**src/rtl/coproc_host_bridge.sv**
```systemverilog
`timescale 1ns/1ps
// Host-side initiator for the coprocessor register file: assembles 32-bit write words into the
// wide writeBus and fires a one-hot writeEnable strobe; buffers a wide dataOut read and streams
// it back as 32-bit words.
module coproc_host_bridge #(
  parameter int unsigned BUS_W  = 448,
  parameter int unsigned WORD_W = 32,
  parameter int unsigned NREG   = 16
) (
  input  logic              clock,
  input  logic              reset,
  input  logic              cmd_valid,
  output logic              cmd_ready,
  input  logic              cmd_write,
  input  logic [3:0]        cmd_addr,
  input  logic [3:0]        cmd_len,
  input  logic              wdata_valid,
  output logic              wdata_ready,
  input  logic [WORD_W-1:0] wdata,
  output logic              rdata_valid,
  input  logic              rdata_ready,
  output logic [WORD_W-1:0] rdata,
  output logic [NREG-1:0]   writeEnable,
  output logic [BUS_W-1:0]  writeBus,
  output logic [3:0]        selectRead,
  input  logic [BUS_W-1:0]  dataOut,
  output logic              busy,
  output logic              err
);

  localparam int unsigned NWords = BUS_W / WORD_W;
  localparam logic [3:0]  MaxLen = 4'(NWords - 1);

  typedef enum logic [2:0] {
    StIdle,
    StWcollect,
    StWcommit,
    StRlatch,
    StRsend
  } state_e;

  state_e           state_q, state_d;
  logic [3:0]       addr_q, addr_d;
  logic [3:0]       len_q, len_d;
  logic [3:0]       cnt_q, cnt_d;
  logic [3:0]       sel_q, sel_d;
  logic [BUS_W-1:0] wbus_q, wbus_d;
  logic [BUS_W-1:0] rbuf_q, rbuf_d;
  logic             err_q, err_d;

  // State and datapath registers with synchronous reset.
  always_ff @(posedge clock) begin
    if (reset) begin
      state_q <= StIdle;
      addr_q  <= '0;
      len_q   <= '0;
      cnt_q   <= '0;
      sel_q   <= '0;
      wbus_q  <= '0;
      rbuf_q  <= '0;
      err_q   <= 1'b0;
    end else begin
      state_q <= state_d;
      addr_q  <= addr_d;
      len_q   <= len_d;
      cnt_q   <= cnt_d;
      sel_q   <= sel_d;
      wbus_q  <= wbus_d;
      rbuf_q  <= rbuf_d;
      err_q   <= err_d;
    end
  end

  // Next-state logic: command decode, word assembly and read streaming.
  always_comb begin
    state_d = state_q;
    addr_d  = addr_q;
    len_d   = len_q;
    cnt_d   = cnt_q;
    sel_d   = sel_q;
    wbus_d  = wbus_q;
    rbuf_d  = rbuf_q;
    err_d   = 1'b0;
    unique case (state_q)
      StIdle: begin
        if (cmd_valid) begin
          if (cmd_len > MaxLen) begin
            err_d = 1'b1;
          end else if (cmd_write) begin
            addr_d  = cmd_addr;
            len_d   = cmd_len;
            wbus_d  = '0;
            cnt_d   = '0;
            state_d = StWcollect;
          end else begin
            len_d   = cmd_len;
            sel_d   = cmd_addr;
            state_d = StRlatch;
          end
        end
      end
      StWcollect: begin
        if (wdata_valid) begin
          wbus_d[WORD_W*cnt_q +: WORD_W] = wdata;
          // Final word clears the counter so it never passes the last legal index.
          if (cnt_q == len_q) begin
            cnt_d   = '0;
            state_d = StWcommit;
          end else begin
            cnt_d = cnt_q + 4'd1;
          end
        end
      end
      StWcommit: begin
        state_d = StIdle;
      end
      StRlatch: begin
        // selectRead has been stable for a full cycle, so dataOut is settled here.
        rbuf_d  = dataOut;
        cnt_d   = '0;
        state_d = StRsend;
      end
      StRsend: begin
        if (rdata_ready) begin
          if (cnt_q == len_q) begin
            cnt_d   = '0;
            state_d = StIdle;
          end else begin
            cnt_d = cnt_q + 4'd1;
          end
        end
      end
      default: begin
        state_d = StIdle;
      end
    endcase
  end

  // Outputs decoded from the registered state only.
  always_comb begin
    cmd_ready   = (state_q == StIdle);
    wdata_ready = (state_q == StWcollect);
    rdata_valid = (state_q == StRsend);
    rdata       = '0;
    if (state_q == StRsend) begin
      rdata = rbuf_q[WORD_W*cnt_q +: WORD_W];
    end
    writeEnable = '0;
    if (state_q == StWcommit) begin
      writeEnable = NREG'(1) << addr_q;
    end
    writeBus   = wbus_q;
    selectRead = sel_q;
    busy       = (state_q != StIdle);
    err        = err_q;
  end

endmodule

```
**config.mk**
```make
export PLATFORM = sky130hd
export DESIGN_NAME = coproc_host_bridge
export DESIGN_NICKNAME = d
export VERILOG_FILES = /design/src/rtl/coproc_host_bridge.sv
export SDC_FILE = /design/constraint.sdc
export NUM_CORES = 2
export LEC_CHECK = 0
export CAP_MARGIN = 20
export CORE_AREA = 5 5 388 390
export DETAILED_ROUTE_END_ITERATION = 8
export DIE_AREA = 0 0 393 395
export HOLD_SLACK_MARGIN = 0.15
export PLACE_DENSITY = 0.47
export SLEW_MARGIN = 20
export SYNTH_ARGS = -nofsm -noshare
export SYNTH_HDL_FRONTEND = slang
export SYNTH_SLANG_ARGS = --single-unit
```
**constraint.sdc**
```tcl
create_clock -name clock -period 3.1 [get_ports clock]
set_input_delay 0.31 -clock clock [delete_from_list [all_inputs] [get_ports clock]]
set_output_delay 0.31 -clock clock [all_outputs]
set_load 0.03 [all_outputs]
```
==> flow_metrics.tcl <==
set metrics [dict create \
    fillers 14883 \
    hold_class "in -> reg" \
    cp-start-kind "flop" \
    path_cells "buf_12, buf_12, buf_16, mux4_2, a221oi_2, buf_4, a211oi_4, buf_6" \
    antenna_found_initial 61 \
    finish.instance_area_mm2 0.05626 \
    synth_xor_xnor_area_share_pct 0.1772 \
    cts_tree "done" \
    grt_pass1_vias 32918 \
    cts.root.buffer_cell "clkbuf_16" \
    grt_max_degree 218 \
    cp.arrival_ns 2.89 \
    finalClockSkew_ns 0.05829 \
    dp_hpwl_um 130100 \
    synth_compound_area_share_pct 21.06 \
    crit_fanout 7 \
    max_cap_viol_count 0 \
    powerDensity_mw_per_mm2 504.6 \
    critPathTopFamily "buffers and inverters" \
    synth_area_mm2 0.03459 \
    synth.area.mux_share_pct 8.334 \
    synthSimpleGateAreaFrac_pct 12.87 \
    grt_pass1_wl_um 243900 \
    area.growth.synth_to_final_pct 62.66 \
    cts_made_buffers 105 \
    end_kind "output pin" \
    min_period_over_period_pct 103.2 \
    multi_input_area_mm2 0.01546 \
    required_ns 2.79 \
    stdcell_count 6940 \
    maxSlewViolCount 0 \
    period_needed_ns 3.198 \
    via_per_inst 4.748 \
    path_clk_slew_ns 0.07 \
    async_flop_share_pct 0 \
    ys_seq_elements 916 \
    power_uw 28390 \
    insertion_delay_ns 0.72 \
    gr-total-overflow 0 \
    cts_buffer_depth 3 \
    row_count 141 \
    rsz0062_at_grt "true" \
    path_common_cell "buf_12" \
    drtAntennaViolNets 0 \
    nets 5393 \
    crit_type "reg -> out" \
    vias 32950 \
    dr.pass1.iters 6 \
    violations "negative setup slack" \
    die_h_um 395 \
    grtUsageTotal_pct 21.52 \
    tightest_slew_ns 1.138 \
    ios 999 \
    max_stage_delay_ns 0.55 \
    synth_edf_count 0 \
    final_hold_viol_count 0 \
    slew_headroom_pct 24.16 \
    wl_per_cell_um 25.27 \
    layout_setup_ws_ns -0.09790 \
    worst-path-buf-inv 5 \
    setup_viol 22 \
    final_util_pct 38.33 \
    die_w_um 393 \
    ys.flop_type "dfxtp_1" \
    p_leak_uw 0.01971 \
    drt_wl_total_um 175400 \
    synth_top_family_by_area "compound AO/OA/AOI/OAI gates" \
    gp_congestion 0.8147 \
    core_region_area_mm2 0.1468 \
    syn-num-nets 4070 \
    irDropWorstVdd_v 0.0004587 \
    start_util_pct 23.57 \
    regArea_mm2 0.01835 \
    yosysUniqueCellTypes 59 \
    netlist_instances 3571 \
    dp_slack_ns 0.03904 \
    drive_above_1_share_pct 13.37 \
    dp_cells 6323 \
    die_area_mm2 0.1552 \
    portBuffers 998 \
    dpl_cell_area_mm2 0.04759 \
    syn_avg_cell_area_um2 9.686 \
    synthAdderAreaFrac_pct 0.1809 \
    clkSinkCount 916 \
    worst_path_max_delay_cell "mux4_2" \
    fmax_mhz 312.7 \
    yosysSeqAreaShare_pct 53.02 \
    dr.first_iter.drc_count 1940 \
    drc 0 \
    status "finished, violations left" \
    cts-htree-levels 3 \
    yosys_warnings 0 \
]
layer usage:
layer	up-vias	track usage, %	part of all wire [%]
met5	-	0	0.18
met4	50	8.166	4.3
met3	321	5.381	6.4
met2	1094	39.03	51
met1	15987	24.15	38
li1	15498	-	-
logic make-up (layout without fill, tap and decap cells):
logic type,after synthesis,in the layout
buf+inv,364,1774
fa+ha+maj,5,5
xor+xnor,7,7
mux,164,164
simple gates,1089,1089
other cells,0,29
compound gates,1026,1026
flops,916,916
metrics by stage:
step	hold WS, ns	setup TNS (ns)
6_report	0.2068	-1.280
5_1_grt	0.1724	-4.751
4_1_cts	0.1505	-4.244
3_5_place_dp	0.4444	0
3_3_place_gp	0.4388	0
2_1_floorplan	0.4329	0
where the power goes:
group	leakage (uW)	internal [uW]	switching, uW	total, uW
Clock	0.00181	7840	5390	13200
Sequential	0.00739	11900	114	12100
Combinational	0.0105	1400	1690	3090
Total	0.0197	21200	7200	28400
layout by cell type, fill, tap and decap left out, types with 23 or more instances in the layout:
| master | Yosys | routed |
|---|---|---|
| buf_12 | 0 | 60 |
| dlygate4sd3_1 | 0 | 342 |
| a21oi_1 | 464 | 464 |
| and2_1 | 23 | 23 |
| a32o_1 | 106 | 106 |
| a211oi_2 | 0 | 26 |
| diode_2 | 0 | 29 |
| buf_4 | 5 | 156 |
| dfxtp_1 | 916 | 914 |
| clkdlybuf4s50_1 | 0 | 946 |
| o2bb2ai_1 | 59 | 59 |
| clkbuf_8 | 0 | 26 |
| mux2_2 | 32 | 29 |
| mux4_2 | 96 | 96 |
| nand2_1 | 927 | 927 |
| a22o_1 | 279 | 279 |
| nor2b_1 | 23 | 23 |
| clkbuf_16 | 0 | 117 |
repair_timing:
item                       4_1_cts  5_1_grt
hold buffers                   342        0
pin swaps                       10       32
hold endpoints to repair       345        0
setup buffers                   26       20
setup endpoints to repair       49      123
cloned                           6        2
resized for setup              125       67
registers in the layout (all words and copies together), names as in the netlist:
name        count
addr_q          4
cnt_q           4
err             1
len_q           4
rbuf_q        448
selectRead      4
state_q         3
writeBus      448
path summary, 6_finish.rpt:
kind | slack, ns | from | cells after the start | to
setup / recovery | -0.1 | cnt_q[0] | 8 | rdata[16]
hold / removal | 0.21 | dataOut[63] | 3 | rbuf_q[63]
setup reg to reg | 0.15 | cnt_q[0] | 8 | writeBus[334]
hold reg to reg | 0.45 | rbuf_q[341] | 2 | rbuf_q[341]
layout make-up:
type / count / area share [%]
Clock inverter: 41 / 1.036
Antenna cell: 29 / 0.1290
Sequential cell: 916 / 32.61
Timing Repair Buffer: 1564 / 28.86
Clock buffer: 153 / 5.491
Multi-Input combinational cell: 2291 / 27.47
Tap cell: 1930 / 4.292
Inverter: 16 / 0.1179
synthesized netlist by cell type, drive strengths merged, types with 2 or more instances:
master   number  area share [%]
nand2       927              10
buf          99             1.5
o31ai         5            0.11
a221oi       32            0.81
mux2         32             1.0
mux2i        36             1.0
nor4bb        2           0.058
nand2b        4           0.072
nor3         11            0.19
and4          4            0.10
and3         12            0.22
o221a         2           0.065
nand4b        2           0.051
or4b          2           0.058
nand3b        2           0.054
a31oi         2           0.036
a22o        279             7.1
o21ai        13            0.19
clkinv        3           0.033
and2         23            0.42
a211oi       39            0.85
nand3        23            0.33
ha            5            0.18
clkbuf      249             2.7
mux4         96             6.3
nand4        13            0.24
nor2         28            0.31
nor2b        23            0.42
o2bb2ai      59             1.5
xnor2         6            0.15
a2111oi       8            0.27
a21oi       464             6.7
a32o        106             3.1
nand4bb       2           0.065
inv          13            0.14
dfxtp       916              53
or3           6            0.11
o211ai       14            0.32
nor4b         2           0.069
worst min-delay path, cell delays in order:
cell and delay [ns]:
clkdlybuf4s50_1 0.40, nand2_1 0.09, a21oi_1 0.06
Power figures use the tool's default switching activity.
